[config.mk]
export PLATFORM = sky130hd
export DESIGN_NAME = hazard_stall_controller
export DESIGN_NICKNAME = d
export VERILOG_FILES = /design/src/rtl/hazard_pkg.sv /design/src/rtl/stall_down_counter.sv /design/src/rtl/hazard_stall_controller.sv
export SDC_FILE = /design/constraint.sdc
export NUM_CORES = 1
export LEC_CHECK = 0
export ABC_AREA = 1
export CAP_MARGIN = 20
export CORE_MARGIN = 2
export CORE_UTILIZATION = 63
export CTS_CLUSTER_DIAMETER = 120
export CTS_CLUSTER_SIZE = 8
export DETAILED_ROUTE_END_ITERATION = 8
export DONT_BUFFER_PORTS = 1
export PLACE_DENSITY = 0.79
export SYNTH_ARGS = -nofsm -noshare
export SYNTH_HDL_FRONTEND = slang
export SYNTH_SLANG_ARGS = --single-unit
[constraint.sdc]
create_clock -name clk -period 1.9 [get_ports clk]
set_clock_uncertainty 0.1 [all_clocks]
set_input_delay 0.38 -clock clk [delete_from_list [all_inputs] [get_ports clk]]
set_output_delay 0.38 -clock clk [all_outputs]
set_load 0.02 [all_outputs]
[src/rtl/hazard_pkg.sv]
`default_nettype none
// ----------------------------------------------------------------------
// hazard_pkg: shared types and parameter checks for the stall controller.
// Rev 1.0
// ----------------------------------------------------------------------
package hazard_pkg;

  localparam int REG_ADDR_W = 5;

  typedef enum logic [1:0] {
    RUN        = 2'd0,
    LOAD_STALL = 2'd1,
    VEC_BUSY   = 2'd2
  } hz_state_t;

  // A latency must fit the down-counter and insert at least one cycle.
  function automatic bit latency_legal(input int lat, input int cnt_w);
    return (lat >= 1) && (lat < (1 << cnt_w));
  endfunction

endpackage
`default_nettype wire

[src/rtl/stall_down_counter.sv]
`default_nettype none
// ----------------------------------------------------------------------
// stall_down_counter: loadable down-counter with zero flag, holds at zero.
// Rev 1.0
// ----------------------------------------------------------------------
module stall_down_counter #(
  parameter int CNT_W = 4
) (
  input  logic             clk,
  input  logic             rst_n,
  input  logic             load,
  input  logic [CNT_W-1:0] value,
  input  logic             dec,
  output logic             zero
);

  logic [CNT_W-1:0] cnt_q;
  logic [CNT_W-1:0] cnt_d;

  always_comb begin
    cnt_d = cnt_q;
    if (load) begin
      cnt_d = value;
    end else if (dec && (cnt_q != '0)) begin
      cnt_d = cnt_q - CNT_W'(1);
    end
  end

  always_ff @(posedge clk or negedge rst_n) begin
    if (!rst_n) begin
      cnt_q <= '0;
    end else begin
      cnt_q <= cnt_d;
    end
  end

  assign zero = (cnt_q == '0);

endmodule
`default_nettype wire

[src/rtl/hazard_stall_controller.sv]
`default_nettype none
// ----------------------------------------------------------------------
// hazard_stall_controller: stall/flush sequencing for load-use hazards,
// multi-cycle vector ops and taken branches around EX.  Rev 1.0
// ----------------------------------------------------------------------
module hazard_stall_controller
  import hazard_pkg::*;
#(
  parameter int LOAD_LATENCY = 1,
  parameter int VEC_LATENCY  = 4,
  parameter int CNT_W        = 4,
  parameter int STAT_W       = 16
) (
  input  logic                  clk,
  input  logic                  rst,
  input  logic [REG_ADDR_W-1:0] rs1_decode,
  input  logic [REG_ADDR_W-1:0] rs2_decode,
  input  logic [REG_ADDR_W-1:0] rd_execute,
  input  logic                  mem_read_execute,
  input  logic                  wre_execute,
  input  logic                  wre_vector_execute,
  input  logic                  vector_op_execute,
  input  logic                  branch_taken_execute,
  output logic                  stall_fetch,
  output logic                  stall_decode,
  output logic                  stall_execute,
  output logic                  flush_decode,
  output logic                  flush_execute,
  output logic                  busy,
  output logic [STAT_W-1:0]     stall_cycles
);

  // The RUN cycle that detects the hazard is the first stall cycle, so the
  // counter covers only the remaining cycles spent in the busy states.
  localparam logic [CNT_W-1:0] LOAD_RELOAD = (LOAD_LATENCY > 1) ? CNT_W'(LOAD_LATENCY - 2) : '0;
  localparam logic [CNT_W-1:0] VEC_RELOAD  = (VEC_LATENCY > 2)  ? CNT_W'(VEC_LATENCY - 3)  : '0;

  if (!latency_legal(LOAD_LATENCY, CNT_W)) begin : g_bad_load_latency
    $error("LOAD_LATENCY out of range for CNT_W");
  end
  if (!latency_legal(VEC_LATENCY, CNT_W)) begin : g_bad_vec_latency
    $error("VEC_LATENCY out of range for CNT_W");
  end

  hz_state_t         state_q;
  hz_state_t         state_d;
  logic [STAT_W-1:0] stall_cycles_q;
  logic [STAT_W-1:0] stall_cycles_d;
  logic              cnt_load;
  logic              cnt_dec;
  logic              cnt_zero;
  logic [CNT_W-1:0]  cnt_value;
  logic              load_use;
  logic              sf, sd, se, fd, fe;

  assign load_use = mem_read_execute & (wre_execute | wre_vector_execute) &
                    ((rd_execute == rs1_decode) | (rd_execute == rs2_decode));

  always_comb begin
    state_d   = state_q;
    cnt_load  = 1'b0;
    cnt_dec   = 1'b0;
    cnt_value = '0;
    sf        = 1'b0;
    sd        = 1'b0;
    se        = 1'b0;
    fd        = 1'b0;
    fe        = 1'b0;
    unique case (state_q)
      RUN: begin
        if (branch_taken_execute) begin
          fd = 1'b1;
          fe = 1'b1;
        end else if (vector_op_execute && (VEC_LATENCY > 1)) begin
          sf = 1'b1;
          sd = 1'b1;
          se = 1'b1;
          if (VEC_LATENCY > 2) begin
            state_d   = VEC_BUSY;
            cnt_load  = 1'b1;
            cnt_value = VEC_RELOAD;
          end
        end else if (load_use) begin
          sf = 1'b1;
          sd = 1'b1;
          fe = 1'b1;
          if (LOAD_LATENCY > 1) begin
            state_d   = LOAD_STALL;
            cnt_load  = 1'b1;
            cnt_value = LOAD_RELOAD;
          end
        end
      end
      LOAD_STALL: begin
        sf = 1'b1;
        sd = 1'b1;
        fe = 1'b1;
        if (cnt_zero) state_d = RUN;
        else          cnt_dec = 1'b1;
      end
      VEC_BUSY: begin
        sf = 1'b1;
        sd = 1'b1;
        se = 1'b1;
        if (cnt_zero) state_d = RUN;
        else          cnt_dec = 1'b1;
      end
      default: state_d = RUN;
    endcase
  end

  // Outputs are forced low for as long as reset is held, even in RUN.
  assign stall_fetch   = rst & sf;
  assign stall_decode  = rst & sd;
  assign stall_execute = rst & se;
  assign flush_decode  = rst & fd;
  assign flush_execute = rst & fe;
  assign busy          = rst & (state_q != RUN);
  assign stall_cycles  = {STAT_W{rst}} & stall_cycles_q;

  assign stall_cycles_d = (stall_fetch && (stall_cycles_q != {STAT_W{1'b1}}))
                        ? stall_cycles_q + STAT_W'(1) : stall_cycles_q;

  always_ff @(posedge clk or negedge rst) begin
    if (!rst) begin
      state_q        <= RUN;
      stall_cycles_q <= '0;
    end else begin
      state_q        <= state_d;
      stall_cycles_q <= stall_cycles_d;
    end
  end

  stall_down_counter #(
    .CNT_W (CNT_W)
  ) u_cnt (
    .clk   (clk),
    .rst_n (rst),
    .load  (cnt_load),
    .value (cnt_value),
    .dec   (cnt_dec),
    .zero  (cnt_zero)
  );

endmodule
`default_nettype wire

-- Word-level counts from Yosys, hierarchy flattened
Index checks and enable logic that the tools add are counted.
- output and inout port bits: 22
- input port bits: 22
- register bits: 22
- logic and storage cells: 56
- equal/unequal tests: 8
- reductions and logical operators: 9
- bitwise logic cells: 10
- add/sub/neg operators: 2
- muxes and demuxes: 24
- operator list (operator ; number):
    adder 16 x 1 -> 16 bit (second input constant) ; 1
    AND 16 bit ; 1
    inequality test 16 bit (second input constant) ; 1
    2-to-1 mux 1 bit ; 15
    == test 5 bit ; 2
    2-to-1 mux 4 bit ; 2
    AND 1 bit ; 7
    2-to-1 mux 2 bit ; 3
    case mux 1 bit (2 select lines) ; 3
    zero test 4 bit ; 1
    inequality test 2 bit (second input constant) ; 2
    case mux 2 bit (2 select lines) ; 1
    nonzero test 2 bit ; 2
    nonzero test 4 bit ; 1
    subtractor 4 x 1 -> 4 bit (second input constant) ; 1
    AND reduction 3 bit ; 1
    == test 2 x 1 -> 1 bit (second input constant) ; 1
    == test 2 bit (second input constant) ; 1
    logical AND 1 bit ; 2
    zero test 2 bit ; 1
    inequality test 2 x 1 -> 1 bit (second input constant) ; 1
    bitwise OR 1 bit ; 2
    OR reduction 2 bit ; 1

-- Depth between registers and ports, before layout
Gate-level depths: netlist of run 1.
- word-level depth: 9
- mapped depth: 12
- depth with buffers taken out: 11

-- Hierarchy
Synthesis of run 1 repeated with hierarchy kept, for this count alone.
- cell total of the unflattened synthesis: 272
- area, all modules: 1720.4 um2
- modules (own cells, without submodules) (module ; area each (um2) ; cells each ; instances ; seq. area each (um2)):
    hazard_stall_controller ; 1425.1 ; 226 ; 1 ; 425.4
    stall_down_counter ; 295.3 ; 46 ; 1 ; 100.1

-- Worst setup path after synthesis of run 1
Ideal clock, no wire load.
- path kind: input port to output port
- from: input port rst
- to: output port stall_fetch
- path buffers: 3
- data required time: 1420 ps
- path slack: 61 ps
- stages: 7
- arrival: 1359 ps
- path through: buf_2 > inv_2 > a21oi_1 > o21ai_1 > nand2_2 > buf_4 > buf_4
- longest elaborated chain between the ends: 1
- RTL lines (what ; RTL line ; source):
    start: declaration ; hazard_stall_controller.sv:15 ; input logic rst,
    AND 1 bit ; - ;
    end: declaration ; hazard_stall_controller.sv:24 ; output logic stall_fetch,
Every way passes these cells.

-- Worst setup path after layout of run 1
- from: register state_q[1]
- to: output port flush_execute
- longest elaborated chain between the ends: 3
- elaborated cells between the ends (all ways): 4
- classes of those cells: 1 x eq/ne; 1 x mux; 1 x bitwise; 1 x reduce/logical
- RTL lines (what ; RTL line ; source):
    start: declaration ; hazard_stall_controller.sv:45 ; hz_state_t state_q;
    start signal: assignment ; hazard_stall_controller.sv:129 ; state_q <= state_d;
    == test 2 x 1 -> 1 bit or zero test 2 bit (tied branches) ; hazard_stall_controller.sv:69 ; unique case (state_q)
    case mux 1 bit (2 select lines) * ; hazard_stall_controller.sv:69 ;
    AND 1 bit * ; hazard_stall_controller.sv:117 ; assign flush_execute = rst & fe;
    end: declaration ; hazard_stall_controller.sv:28 ; output logic flush_execute,
Every way passes the cells marked *; elsewhere a longest branch is shown, timed or not.

==> impl_metrics.env, run 1 <==
export IMPL_status="finished, final reports clean"
export IMPL_die_area_um2=2950
export IMPL_synthCells=243
export IMPL_gp_congestion=0.848
export IMPL_hold_class="in -> reg"
export IMPL_seq_area_frac_synth=0.329
export IMPL_cts_tree="built"
export IMPL_hold_viol=0
export IMPL_intPower_w=0.000832
export IMPL_slew_viol_final=0
export IMPL_syn_to_final_growth_pct=7.68
export IMPL_power_density_nw_per_um2=836
export IMPL_reg2reg_depth=7
export IMPL_drc=0
export IMPL_slew_limit_headroom=0.381
export IMPL_cp_arrival_ps=1320
export IMPL_io_buffers=0
export IMPL_clock_sinks=21
export IMPL_fin_cells=282
export IMPL_pwr_share_seq=0.438
export IMPL_grt_max_degree=22
export IMPL_wl_per_cell_um=11.1
export IMPL_antenna_left=0
export IMPL_nets=277
export IMPL_hpwl_mm=2.32
export IMPL_clock_latency_ps=310
export IMPL_path_cells="buf_4 > nor3_1 > a31o_2"
export IMPL_worstPathRequired_ps=1420
export IMPL_ys_types=31
export IMPL_setup_viol=0
export IMPL_clk_pin_slew_worst_paths_ps=110
export IMPL_vias_per_cell=4.98
export IMPL_cts_root_buf="clkbuf_4"
export IMPL_cts_buffers=3
export IMPL_ir_drop_mv=1.08
export IMPL_grt_pass1_wl_mm=5.49
export IMPL_dp_cells=276
export IMPL_die_height_um=54.3
export IMPL_grt_pass1_vias=1293
export IMPL_ios=44
export IMPL_syn_area_um2=1600
export IMPL_grt_overflow=0
export IMPL_timing_final_crit_period_ps=1800
export IMPL_cp_max_fo=4
export IMPL_setup_tns_ps=0
export IMPL_grtUsageTotal=0.256
export IMPL_first_pass_iters=4
export IMPL_cp_start_kind="flip-flop"
export IMPL_htreeDepth=1
export IMPL_combinationalPowerShare=0.408
export IMPL_syn_area_per_cell_um2=6.57
export IMPL_wirelength_mm=3.12
export IMPL_fmax_ghz=0.556
export IMPL_rsz0062_at_grt="no"
export IMPL_holdPathStages=3
export IMPL_num_rows=18
export IMPL_post_route_period_util=0.946
export IMPL_clockBufferDepth=2
export IMPL_p_leak_nw=1.06
export IMPL_die_w_um=54.3
export IMPL_ys_ff_latch=21
export IMPL_num_vias=1403
export IMPL_slowest_delay_ps=430
export IMPL_pwr_share_clk=0.154
export IMPL_end_kind="output pin"
export IMPL_drive_above_1_share=0.111
export IMPL_p_sw_w=0.000604
export IMPL_cpMaxStageDelayCell="dfrtp_1"
export IMPL_max_cap_violations=0
export IMPL_switching_share=0.421
export IMPL_drt_iter0_markers=14
export IMPL_synth_nets=267
export IMPL_yosysWarnings=0
export IMPL_final_common_cell="nand2_1"
export IMPL_antenna_found_initial=0
export IMPL_final_cell_area_um2=1720
export IMPL_crit_type="reg -> out"
export IMPL_tightest_slew_ps=925
export IMPL_layout_common_cells="87 x nand2_1, 42 x inv_1, 26 x nand3_1"
export IMPL_place_area_um2=1660
export IMPL_diodes=0
export IMPL_start_util=0.656
export IMPL_coreArea_um2=2430
## flip-flops by register name, summed over array words and instances (netlist names)
register / cells
state_q: 1
u_cnt.cnt_q: 4
stall_cycles_q: 16
## critical path: cells and delay by family, from the launching register on
kind                   cells  cell delay (ps)
AND/OR/NAND/NOR            1              170
flip-flops                 1              430
buffers and inverters      1              150
AO/OA/AOI/OAI              1              250
## through the flow
stage,utilization,total power (W),setup WS (ps),hold slack [ps]
floorplan,-,0.00108,60.7,-15.6
global placement,0.683,0.00117,213,-15.1
detailed placement,0.683,0.00118,176,-15.0
CTS,0.701,0.00142,57.0,193
global route,0.707,0.00156,11.5,234
finish,0.707,0.00144,102,204
## power groups by stage
stage          clock [W]  combinational (W)  sequential (W)
2_1_floorplan          0           0.000456        0.000628
3_3_place_gp           0           0.000531        0.000639
3_5_place_dp           0           0.000546        0.000639
4_1_cts         0.000229           0.000562        0.000630
5_1_grt         0.000241           0.000672        0.000645
6_report        0.000221           0.000587        0.000629
## kinds of logic after synthesis
group,synth area share
fa+ha+maj,0.0157
buf+inv,0.131
simple gates,0.399
flops,0.329
compound gates,0.0431
xor+xnor,0.0823
## what timing repair did
item                                    in CTS  in global routing
buffers inserted                             0                  1
endpoints found under the setup margin       2                  3
pin swaps                                    0                  1
hold endpoints to repair                    21                  0
hold buffers                                 1                  0
resized for setup                            1                  2
## synthesized netlist by cell type, drive strengths merged
cell type / instances / area share
nand2: 90 / 0.22
inv: 45 / 0.11
nand3: 27 / 0.088
dfrtp: 21 / 0.33
nor2: 19 / 0.051
xnor2: 9 / 0.049
buf: 6 / 0.025
xor2: 6 / 0.033
o21ai: 5 / 0.016
a21oi: 3 / 0.0094
ha: 2 / 0.016
nand4: 2 / 0.017
nor3b: 2 / 0.016
a31o: 1 / 0.0055
a31oi: 1 / 0.0039
nor3: 1 / 0.0031
nor4: 1 / 0.0039
o21a: 1 / 0.0047
o22ai: 1 / 0.0039
## final cells by class
type                            count  area, um^2
Clock buffer                        3        22.5
Clock inverter                      1        5.00
Fill cell                         222         713
Inverter                           45         169
Multi-Input combinational cell    171         875
Sequential cell                    21         526
Tap cell                           30        37.5
Timing Repair Buffer               11        85.1
## path summary, 6_finish.rpt
path,end,start,slack (ps)
hold / removal,state_q[1],branch_taken_execute,200
max in group asynchronous,stall_cycles_q[0],rst,600
min in group asynchronous,stall_cycles_q[6],rst,540
setup / recovery,flush_execute,state_q[1],100
hold reg to reg,u_cnt.cnt_q[3],u_cnt.cnt_q[3],370
setup reg to reg,stall_cycles_q[8],stall_cycles_q[1],190
## layer usage
layer	wire, um	track usage	share of wire	up-vias
met5	0	0	0	-
met4	46	0.0833	0.015	0
met3	135	0.0410	0.043	5
met2	1450	0.432	0.46	36
met1	1490	0.333	0.48	610
li1	-	-	-	752
Power figures use the tool's default switching activity.
==> inputs of run 2 (changes only) <==
==> constraint.sdc (replaced) <==
create_clock -name clk -period 1.9 [get_ports clk]
set_clock_uncertainty 0.1 [all_clocks]
set_input_delay 0.285 -clock clk [delete_from_list [all_inputs] [get_ports clk]]
set_output_delay 0.285 -clock clk [all_outputs]
set_load 0.02 [all_outputs]
==> run 2 against run 1 <==
First-iteration DRC count grew 36%; cell area shrank 0.65%; maximum frequency grew 0.10%; via count is essentially flat; non-clock buffer count shrank 6; worst hold slack lost 87 ps; sequential share of layout area grew 0.27 points; total power shrank 1.9%; largest power group unchanged.
==> impl_metrics.env, run 2 (synthesized netlist as in run 1, its figures left out) <==
export IMPL_cpMaxStageDelayCell="dfrtp_2"
export IMPL_antenna_found_initial=0
export IMPL_power_density_nw_per_um2=825
export IMPL_post_route_period_util=0.945
export IMPL_cp_top_family="flip-flops"
export IMPL_fin_cells=276
export IMPL_holdPathStages=3
export IMPL_cts_buffers=3
export IMPL_clk_pin_slew_worst_paths_ps=110
export IMPL_tightest_slew_ps=927
export IMPL_p_leak_nw=1.04
export IMPL_path_buf_inv=2
export IMPL_clockBufferDepth=2
export IMPL_wl_per_cell_um=10.9
export IMPL_hpwl_mm=2.21
export IMPL_n_fill_cell=225
export IMPL_wirelength_mm=3.00
export IMPL_cts_tree="built"
export IMPL_drc=0
export IMPL_htreeDepth=1
export IMPL_final_common_cell="nand2_1"
export IMPL_max_cap_violations=0
export IMPL_slew_viol_final=0
export IMPL_die_w_um=54.3
export IMPL_slowest_delay_ps=420
export IMPL_antenna_left=0
export IMPL_first_pass_iters=4
export IMPL_worstPathRequired_ps=1510
export IMPL_num_rows=18
export IMPL_grtUsageTotal=0.235
export IMPL_cp_arrival_ps=1410
export IMPL_io_buffers=0
export IMPL_start_util=0.656
export IMPL_drive_above_1_share=0.0894
export IMPL_diodes=0
export IMPL_status="finished, final reports clean"
export IMPL_largest_reg_flops=16
export IMPL_hold_viol=0
export IMPL_clock_sinks=21
export IMPL_coreArea_um2=2430
export IMPL_reg2reg_depth=8
export IMPL_nets=271
export IMPL_layout_common_cells="87 x nand2_1, 42 x inv_1, 26 x nand3_1"
export IMPL_fmax_ghz=0.557
export IMPL_vias_per_cell=5.08
export IMPL_die_height_um=54.3
export IMPL_grt_overflow=0
export IMPL_syn_to_final_growth_pct=6.98
export IMPL_cp_start_kind="flip-flop"
export IMPL_clock_latency_ps=300
export IMPL_max_flop_register="stall_cycles_q"
export IMPL_end_kind="output pin"
export IMPL_cp_max_fo=8
export IMPL_dp_cells=270
export IMPL_num_vias=1402
export IMPL_setup_tns_ps=0
export IMPL_ios=44
export IMPL_reg_top3="stall_cycles_q (16), u_cnt.cnt_q (4), state_q (1)"
export IMPL_timing_final_crit_period_ps=1800
export IMPL_grt_pass1_wl_mm=5.18
export IMPL_grt_pass1_vias=1212
export IMPL_ir_drop_mv=0.962
export IMPL_gp_congestion=0.850
export IMPL_cts_root_buf="clkbuf_4"
export IMPL_whs_ps=117
export IMPL_die_area_um2=2950
export IMPL_drt_iter0_markers=19
export IMPL_crit_type="reg -> out"
export IMPL_path_cells="inv_2 > a21oi_2 > nand3_1 > nand2_4 > buf_12"
export IMPL_grt_max_degree=22
export IMPL_cp_num_cells=5
export IMPL_rsz0062_at_grt="no"
export IMPL_setup_viol=0
export IMPL_slew_limit_headroom=0.380
export IMPL_hold_class="in -> reg"
-- run 2: changes by cell type in the layout (fill, tap and decap cells not counted) --
cell / delta
dfrtp_2: +1
buf_12: +2
dfrtp_1: -1
nand2_4: -1
clkbuf_1: +1
buf_4: -8
nand2_8: +1
clkinv_2: -1
-- run 2: through the flow --
step | area, um^2 | utilization | setup slack (ps) | power, W
final | 1710 | 0.702 | 104 | 0.00141
after CTS | 1670 | 0.685 | 23.7 | 0.00141
after floorplan | 1600 | - | 251 | 0.00108
after global routing | 1710 | 0.702 | 27.2 | 0.00155
after detailed placement | 1630 | 0.670 | 106 | 0.00118
after global placement | 1630 | 0.670 | 158 | 0.00116
-- run 2: tightest hold or removal path, delay by kind of cell --
| family | cells | cell delay [ps] |
|---|---|---|
| and+or+nand+nor | 2 | 110 |
| buffers and inverters | 1 | 90 |
-- run 2: path summary, 6_finish.rpt --
| path | from | end | slack, ps |
|---|---|---|---|
| max | state_q[1] | stall_decode | 100 |
| min | branch_taken_execute | state_q[1] | 120 |
| max reg2reg | stall_cycles_q[0] | stall_cycles_q[2] | 220 |
| min reg2reg | u_cnt.cnt_q[3] | u_cnt.cnt_q[3] | 390 |
| max in group asynchronous | rst | state_q[1] | 610 |
| min in group asynchronous | rst | stall_cycles_q[4] | 460 |
-- run 2: area by class of cell --
type / instances / area [um^2] / share of cell area
Clock buffer: 4 / 26.3 / 0.0154
Inverter: 45 / 169 / 0.0989
Multi-Input combinational cell: 171 / 883 / 0.517
Sequential cell: 21 / 527 / 0.308
Tap cell: 30 / 37.5 / 0.0220
Timing Repair Buffer: 5 / 65.1 / 0.0381
-- run 2: repair_timing --
action	CTS	global route
hold buffers	1	0
hold endpoints to repair	21	0
resized for setup	0	5
endpoints found under the setup margin	0	16
setup buffers	0	1
-- run 2: per-layer routing --
| layer | GRT usage | wire length [um] |
|---|---|---|
| met3 | 0.0355 | 115 |
| met2 | 0.376 | 1360 |
| met1 | 0.326 | 1500 |
| met5 | 0 | 0 |
| met4 | 0.0708 | 27 |
-- run 2: report_power, final --
part	total (W)	switching (W)	internal (W)
clock	0.000212	0.000131	0.0000818
sequential	0.000645	0.0000999	0.000545
combinational	0.000552	0.000353	0.000199
